===== config.mk =====
export PLATFORM = sky130hd
export DESIGN_NAME = mem_stage
export DESIGN_NICKNAME = d
export VERILOG_FILES = /design/src/rtl/mem_stage_pkg.sv /design/src/rtl/mem_stage_load_align.sv /design/src/rtl/mem_stage.sv
export SDC_FILE = /design/constraint.sdc
export NUM_CORES = 1
export LEC_CHECK = 0
export BUFFER_PORTS_ARGS = -buffer_cell sky130_fd_sc_hd__clkbuf_2
export CAP_MARGIN = 25
export CORE_AREA = 4 4 164 166
export DETAILED_ROUTE_END_ITERATION = 10
export DIE_AREA = 0 0 168 170
export GPL_TIMING_DRIVEN = 0
export PLACE_DENSITY = 0.84
export SKIP_LAST_GASP = 1
export SYNTH_ARGS = -nofsm -noshare
export SYNTH_HDL_FRONTEND = slang
export SYNTH_SLANG_ARGS = --single-unit

===== constraint.sdc =====
create_clock -name clk -period 2.15 [get_ports clk]
set_input_delay 0.215 -clock clk [delete_from_list [all_inputs] [get_ports clk]]
set_output_delay 0.215 -clock clk [all_outputs]
set_load 0.02 [all_outputs]

===== src/rtl/mem_stage_pkg.sv =====
// Shared widths, bus layouts and opcode constants for the MEM pipeline stage.
// Optional feature macro used by mem_stage: MEM_UNALIGNED_CHK_EN.
package mem_stage_pkg;

    localparam int STALL_BUS      = 6;
    localparam int EX_TO_MEM_WD   = 76;
    localparam int MD_TO_MEM_WD   = 71;
    localparam int MEM_TO_WB_WD   = 70;
    localparam int HILO_TO_WB_WD  = 67;
    localparam int MEM_TO_ID_WD   = 105;

    localparam int STALL_EX_MEM   = 3;
    localparam int STALL_MEM_WB   = 4;

    localparam logic [3:0] LD_LW  = 4'b0000;
    localparam logic [3:0] LD_LB  = 4'b0001;
    localparam logic [3:0] LD_LBU = 4'b0010;
    localparam logic [3:0] LD_LH  = 4'b0011;
    localparam logic [3:0] LD_LHU = 4'b0100;
    localparam logic [3:0] ST_SB  = 4'b1100;
    localparam logic [3:0] ST_SH  = 4'b1110;
    localparam logic [3:0] ST_SW  = 4'b1101;

    localparam logic [3:0] MD_MTHI = 4'b1010;
    localparam logic [3:0] MD_MTLO = 4'b0101;

    typedef struct packed {
        logic [31:0] pc;
        logic        ram_en;
        logic [3:0]  ram_wen;
        logic        sel_rf_res;
        logic        rf_we;
        logic [4:0]  rf_waddr;
        logic [31:0] ex_result;
    } ex_mem_t;

    typedef struct packed {
        logic [63:0] hilo_data;
        logic [3:0]  md_op;
        logic [1:0]  hilo_we;
        logic        hilo_en;
    } md_mem_t;

    // mthi/mtlo take their operand from the ALU path, not the mul/div unit.
    function automatic logic is_move_to_hilo(input logic [3:0] op);
        return (op == MD_MTHI) || (op == MD_MTLO);
    endfunction

endpackage


===== src/rtl/mem_stage_load_align.sv =====
// Picks the byte/half/word out of a load word and sign- or zero-extends it.
module load_align
    import mem_stage_pkg::*;
(
    input  logic [31:0] ld_word_i,
    input  logic [1:0]  addr_i,
    input  logic [3:0]  load_code_i,
    output logic [31:0] load_result_o
);

    logic [7:0]  byte_sel;
    logic [15:0] half_sel;

    always_comb begin
        byte_sel = ld_word_i[7:0];
        case (addr_i)
            2'b00: byte_sel = ld_word_i[7:0];
            2'b01: byte_sel = ld_word_i[15:8];
            2'b10: byte_sel = ld_word_i[23:16];
            2'b11: byte_sel = ld_word_i[31:24];
            default: byte_sel = ld_word_i[7:0];
        endcase
    end

    // Odd half addresses fall back to the low half; the fault, if enabled, is flagged upstream.
    assign half_sel = (addr_i == 2'b10) ? ld_word_i[31:16] : ld_word_i[15:0];

    always_comb begin
        load_result_o = ld_word_i;
        case (load_code_i)
            LD_LW:  load_result_o = ld_word_i;
            LD_LB:  load_result_o = {{24{byte_sel[7]}}, byte_sel};
            LD_LBU: load_result_o = {24'b0, byte_sel};
            LD_LH:  load_result_o = {{16{half_sel[15]}}, half_sel};
            LD_LHU: load_result_o = {16'b0, half_sel};
            default: load_result_o = ld_word_i;
        endcase
    end

endmodule


===== src/rtl/mem_stage.sv =====
// MEM pipeline stage: input register, stalled-load data buffer, load extraction, bus packing.
// Define MEM_UNALIGNED_CHK_EN to flag misaligned accesses and suppress their register write.
module mem_stage
    import mem_stage_pkg::*;
(
    input  logic                     clk,
    input  logic                     resetn,
    input  logic [STALL_BUS-1:0]     stall,
    input  logic [EX_TO_MEM_WD-1:0]  ex_to_mem_bus,
    input  logic [MD_TO_MEM_WD-1:0]  mul_div_to_mem,
    input  logic [31:0]              data_sram_rdata,
    output logic [MEM_TO_WB_WD-1:0]  mem_to_wb_bus,
    output logic [HILO_TO_WB_WD-1:0] hilo_to_wb,
    output logic [MEM_TO_ID_WD-1:0]  mem_to_id_bus,
    output logic                     mem_addr_err
);

    ex_mem_t     ex_q, ex_d;
    md_mem_t     md_q, md_d;
    logic        fresh_q, fresh_d;
    logic [31:0] rdata_hold_q, rdata_hold_d;

    logic [31:0] ld_word;
    logic [31:0] load_result;
    logic [31:0] rf_wdata;
    logic        rf_we_out;
    logic        addr_err;
    logic [63:0] hilo_data_out;
    logic [1:0]  addr_lo;

    // Capture when EX/MEM runs; inject a bubble when EX/MEM stops but MEM/WB does not.
    always_comb begin
        ex_d    = ex_q;
        md_d    = md_q;
        fresh_d = 1'b0;
        if (!stall[STALL_EX_MEM]) begin
            ex_d    = ex_mem_t'(ex_to_mem_bus);
            md_d    = md_mem_t'(mul_div_to_mem);
            fresh_d = 1'b1;
        end else if (!stall[STALL_MEM_WB]) begin
            ex_d    = '0;
            md_d    = '0;
            fresh_d = 1'b1;
        end
    end

    // The SRAM word is only valid in the first MEM cycle; latch it for the rest of a stall.
    assign rdata_hold_d = fresh_q ? data_sram_rdata : rdata_hold_q;

    always_ff @(posedge clk or negedge resetn) begin
        if (!resetn) begin
            ex_q         <= '0;
            md_q         <= '0;
            fresh_q      <= 1'b0;
            rdata_hold_q <= '0;
        end else begin
            ex_q         <= ex_d;
            md_q         <= md_d;
            fresh_q      <= fresh_d;
            rdata_hold_q <= rdata_hold_d;
        end
    end

    assign ld_word = fresh_q ? data_sram_rdata : rdata_hold_q;
    assign addr_lo = ex_q.ex_result[1:0];

    load_align u_load_align (
        .ld_word_i     (ld_word),
        .addr_i        (addr_lo),
        .load_code_i   (ex_q.ram_wen),
        .load_result_o (load_result)
    );

    assign rf_wdata = ex_q.sel_rf_res ? load_result : ex_q.ex_result;

`ifdef MEM_UNALIGNED_CHK_EN
    always_comb begin
        addr_err = 1'b0;
        if (ex_q.ram_en) begin
            if (((ex_q.ram_wen == LD_LW) || (ex_q.ram_wen == ST_SW)) && (addr_lo != 2'b00))
                addr_err = 1'b1;
            if (((ex_q.ram_wen == LD_LH) || (ex_q.ram_wen == LD_LHU) || (ex_q.ram_wen == ST_SH))
                && addr_lo[0])
                addr_err = 1'b1;
        end
    end
    assign rf_we_out = ex_q.rf_we & ~addr_err;
`else
    assign addr_err  = 1'b0;
    assign rf_we_out = ex_q.rf_we;
`endif

    assign mem_addr_err  = addr_err;
    assign hilo_data_out = is_move_to_hilo(md_q.md_op) ? {ex_q.ex_result, ex_q.ex_result}
                                                       : md_q.hilo_data;

    assign mem_to_wb_bus = {ex_q.pc, rf_we_out, ex_q.rf_waddr, rf_wdata};
    assign hilo_to_wb    = {md_q.hilo_en, md_q.hilo_we, hilo_data_out};
    assign mem_to_id_bus = {md_q.hilo_en, hilo_data_out, md_q.hilo_we,
                            rf_we_out, ex_q.rf_waddr, rf_wdata};

    logic unused_stall_bits;
    assign unused_stall_bits = ^{stall[5], stall[2:0]};

endmodule

==> qor.txt <==
IO buf count = 421
Hold WC Path Type = input port to register
routed length on met3 = 5060 um
PnR worst setup slack = -0.711 ns
status = finished, violations left
Post-synth EDFFs = 0
Fmax = 0.349 GHz
fraction of registers with async set/reset = 100%
number of clock sinks = 179
Hold Worst Slack = 0.00407 ns
initial antenna violation count = 3
Die H = 170 um
Die X = 168 um
clock transition at the registers of the reported paths = 0.09 ns
Routed Antenna Nets = 0
root buffer cell = clkbuf_16
WL per Instance = 25.8 um
GR Overflow Total = 0
via count = 12600
Initial DRC Count = 1179
die area = 0.0286 mm^2
H-tree levels = 4
hpwl dp = 30500 um
Nets = 2000
site row count = 59
Skew-Pair Late Insertion Delay = 0.43 ns
vias in the first global route = 12800
Worst Path Max Fanout = 5
Top Metal Used = met4
WP buf/inv = 5
pwr/cell area = 628 mW/mm^2
RSZ-0062 raised after global routing = true
drt drc = 0
setup_tns = -44.29 ns
first-pass GRT wire length = 74000 um
layout cells sized above 1 = 54.9%
crit end category = output port
Filler cells = 1406
most common cell after layout, fill and taps aside = clkbuf_2
Ys Warns = 0
number of buffers created by CTS = 17
Initial Utilization = 40.4%
gr usage total = 33.1%
sum of routed wire length over all layers = 55900 um
CTS tree = done
Post-Route M1 WL = 18800 um
Fin. Hold Viols = 0
Post-Syn Instances = 1234
Worst Setup Start Kind = register
IO Pins = 430
Seq/Total Area, Yosys = 43.2%
slowest stage cell, crit path = mux4_2
commonest non-fill, non-tap cells in the layout = 247 x clkbuf_2, 177 x dfrtp_1, 156 x inv_1
minimum clock period = 2.86 ns
worst vdd ir = 0.408 mV
leakage = 0.00943 uW
Main synth FF type = dfrtp_1
Rel. slew slack = 36.6%
period utilisation layout = 133%
Worst Skew = 0.00726 ns
CP Cell Sequence = buf_6 -> mux4_2 -> mux2i_4 -> a2bb2oi_4 -> buf_12 -> clkbuf_16 -> a21oi_2 -> buf_4 -> clkbuf_2
critical path's top delay family = multiplexers
largest net degree at the start of global routing = 109
DR pass1 iterations = 6
Slew Viols, Final = 0
final setup vio count = 161
worst path arrival time = 2.65 ns
routed wl met2 = 27700 um
flops & latches, synth = 179
Synth Area per Inst = 8.39 um^2
core box area = 0.0256 mm^2
CP max stage delay = 0.54 ns
Synth Cell Area = 0.0104 mm^2
clock buffer depth = 2
synth-to-layout area growth = 87.3%
critical path data required time = 1.93 ns
kind of critical path = register to output port
gpl congestion = 0.970
failing checks = negative setup slack
slew at the pin with the worst max-slew slack = 0.950 ns
max cap viols = 0
post-synth cell types = 44
vias per cell = 5.82
syn nets = 1421
==> sequential cells by signal (all words and copies together) (netlist names) <==
name,cells
ex_q,35
rdata_hold_q,32
addr_lo,2
mem_to_wb_bus,32
rf_we_out,1
fresh_q,1
hilo_to_wb,3
mem_to_id_bus,5
md_q,68
==> power by group <==
group / total, uW / internal [uW] / switching (uW)
Clock: 3140 / 1540 / 1590
Combinational: 5110 / 2480 / 2630
Sequential: 3930 / 3610 / 319
Total: 12200 / 7630 / 4550
==> per-layer routing <==
layer,up-vias,global-route usage (%)
li1,5042,-
met1,6091,37.9
met2,1119,57.9
met3,343,7.62
met4,0,17.6
met5,-,0
==> synth_stat cells (all sizes together) (2+ instances only) <==
cell type,instances,area [um^2]
buf,172,1250
dfrtp,179,4480
nand3,105,526
mux2i,11,123
a2111oi,7,61.3
a31oi,7,43.8
o211ai,7,52.6
o21ai,155,776
clkbuf,58,218
o22ai,7,43.8
nor2,28,105
a21oi,34,211
and2,2,12.5
mux4,16,364
o32a,7,70.1
nand4bb,2,22.5
o2bb2ai,7,61.3
nand3b,2,15.0
mux2,32,360
nand2,223,837
inv,156,586
==> worst paths after layout <==
kind                                                    start  slack (ns)                       endpoint  depth (start not counted)
worst min-delay path                       mul_div_to_mem[26]       0.004           md_q[26]$_DFFE_PN0P_                          3
worst max register to register              fresh_q$_DFF_PN0_        0.55      rdata_hold_q[1]$_DFF_PN0_                          7
worst max-delay path                        fresh_q$_DFF_PN0_       -0.71              mem_to_wb_bus[26]                          9
min in group asynchronous                              resetn        0.48     rdata_hold_q[18]$_DFF_PN0_                          2
max in group asynchronous                              resetn        0.75           ex_q[41]$_DFFE_PN0P_                          3
worst min register to register  mem_to_wb_bus[60]$_DFFE_PN0P_        0.48  mem_to_wb_bus[60]$_DFFE_PN0P_                          2
==> area by class of cell <==
| type | instances | area (um^2) | share of cell area [%] |
|---|---|---|---|
| timing repair buffer | 575 | 5430 | 28.0 |
| tap | 335 | 419 | 2.16 |
| sequential | 179 | 4480 | 23.1 |
| inverter | 157 | 593 | 3.06 |
| clock buffer | 17 | 425 | 2.19 |
| buffer | 215 | 1860 | 9.57 |
| multi-input combinational | 668 | 6050 | 31.2 |
| antenna | 3 | 7.51 | 0.0387 |
| clock inverter | 15 | 135 | 0.697 |
==> through the flow <==
| step | worst slack, ns | utilization (%) | std cells | power, uW | area, um^2 |
|---|---|---|---|---|---|
| 2_1_floorplan | -0.0550 | - | 1234 | 5750 | 10500 |
| 3_3_place_gp | -2.53 | 50.9 | 1990 | 6820 | 13000 |
| 3_5_place_dp | -0.671 | 51.0 | 1991 | 6880 | 13100 |
| 4_1_cts | -0.680 | 69.6 | 2139 | 11200 | 17800 |
| 5_1_grt | -0.774 | 75.7 | 2164 | 12500 | 19400 |
| 6_report | -0.711 | 75.7 | 2164 | 12200 | 19400 |
==> timing repair <==
item | in CTS | in global routing
endpoints found under the hold margin | 180 | 0
setup buffers | 42 | 27
hold buffers | 74 | 0
cloned | 10 | 4
pin swaps | 136 | 66
setup endpoints to repair | 274 | 232
gates resized for setup | 733 | 436
==> logic make-up (layout without fill, tap and decap cells) <==
group	Yosys count	in the layout	synth area share, %
and+or+nand+nor	368	368	15.1
AOI/OAI and AO/OA	239	239	13.6
buffers and inverters	387	979	19.8
other	1	4	0.0362
muxes	59	59	8.18
xor gates and xnor gates	1	1	0.0846
DFF	179	179	43.2
==> worst reg2reg max path, delay by kind of cell (launching register included) <==
| family | cells | cell delay (ns) |
|---|---|---|
| multiplexers | 1 | 0.27 |
| flip-flops | 1 | 0.42 |
| buffers and inverters | 6 | 0.79 |
Note: power is estimated with default switching activity, not from simulation.
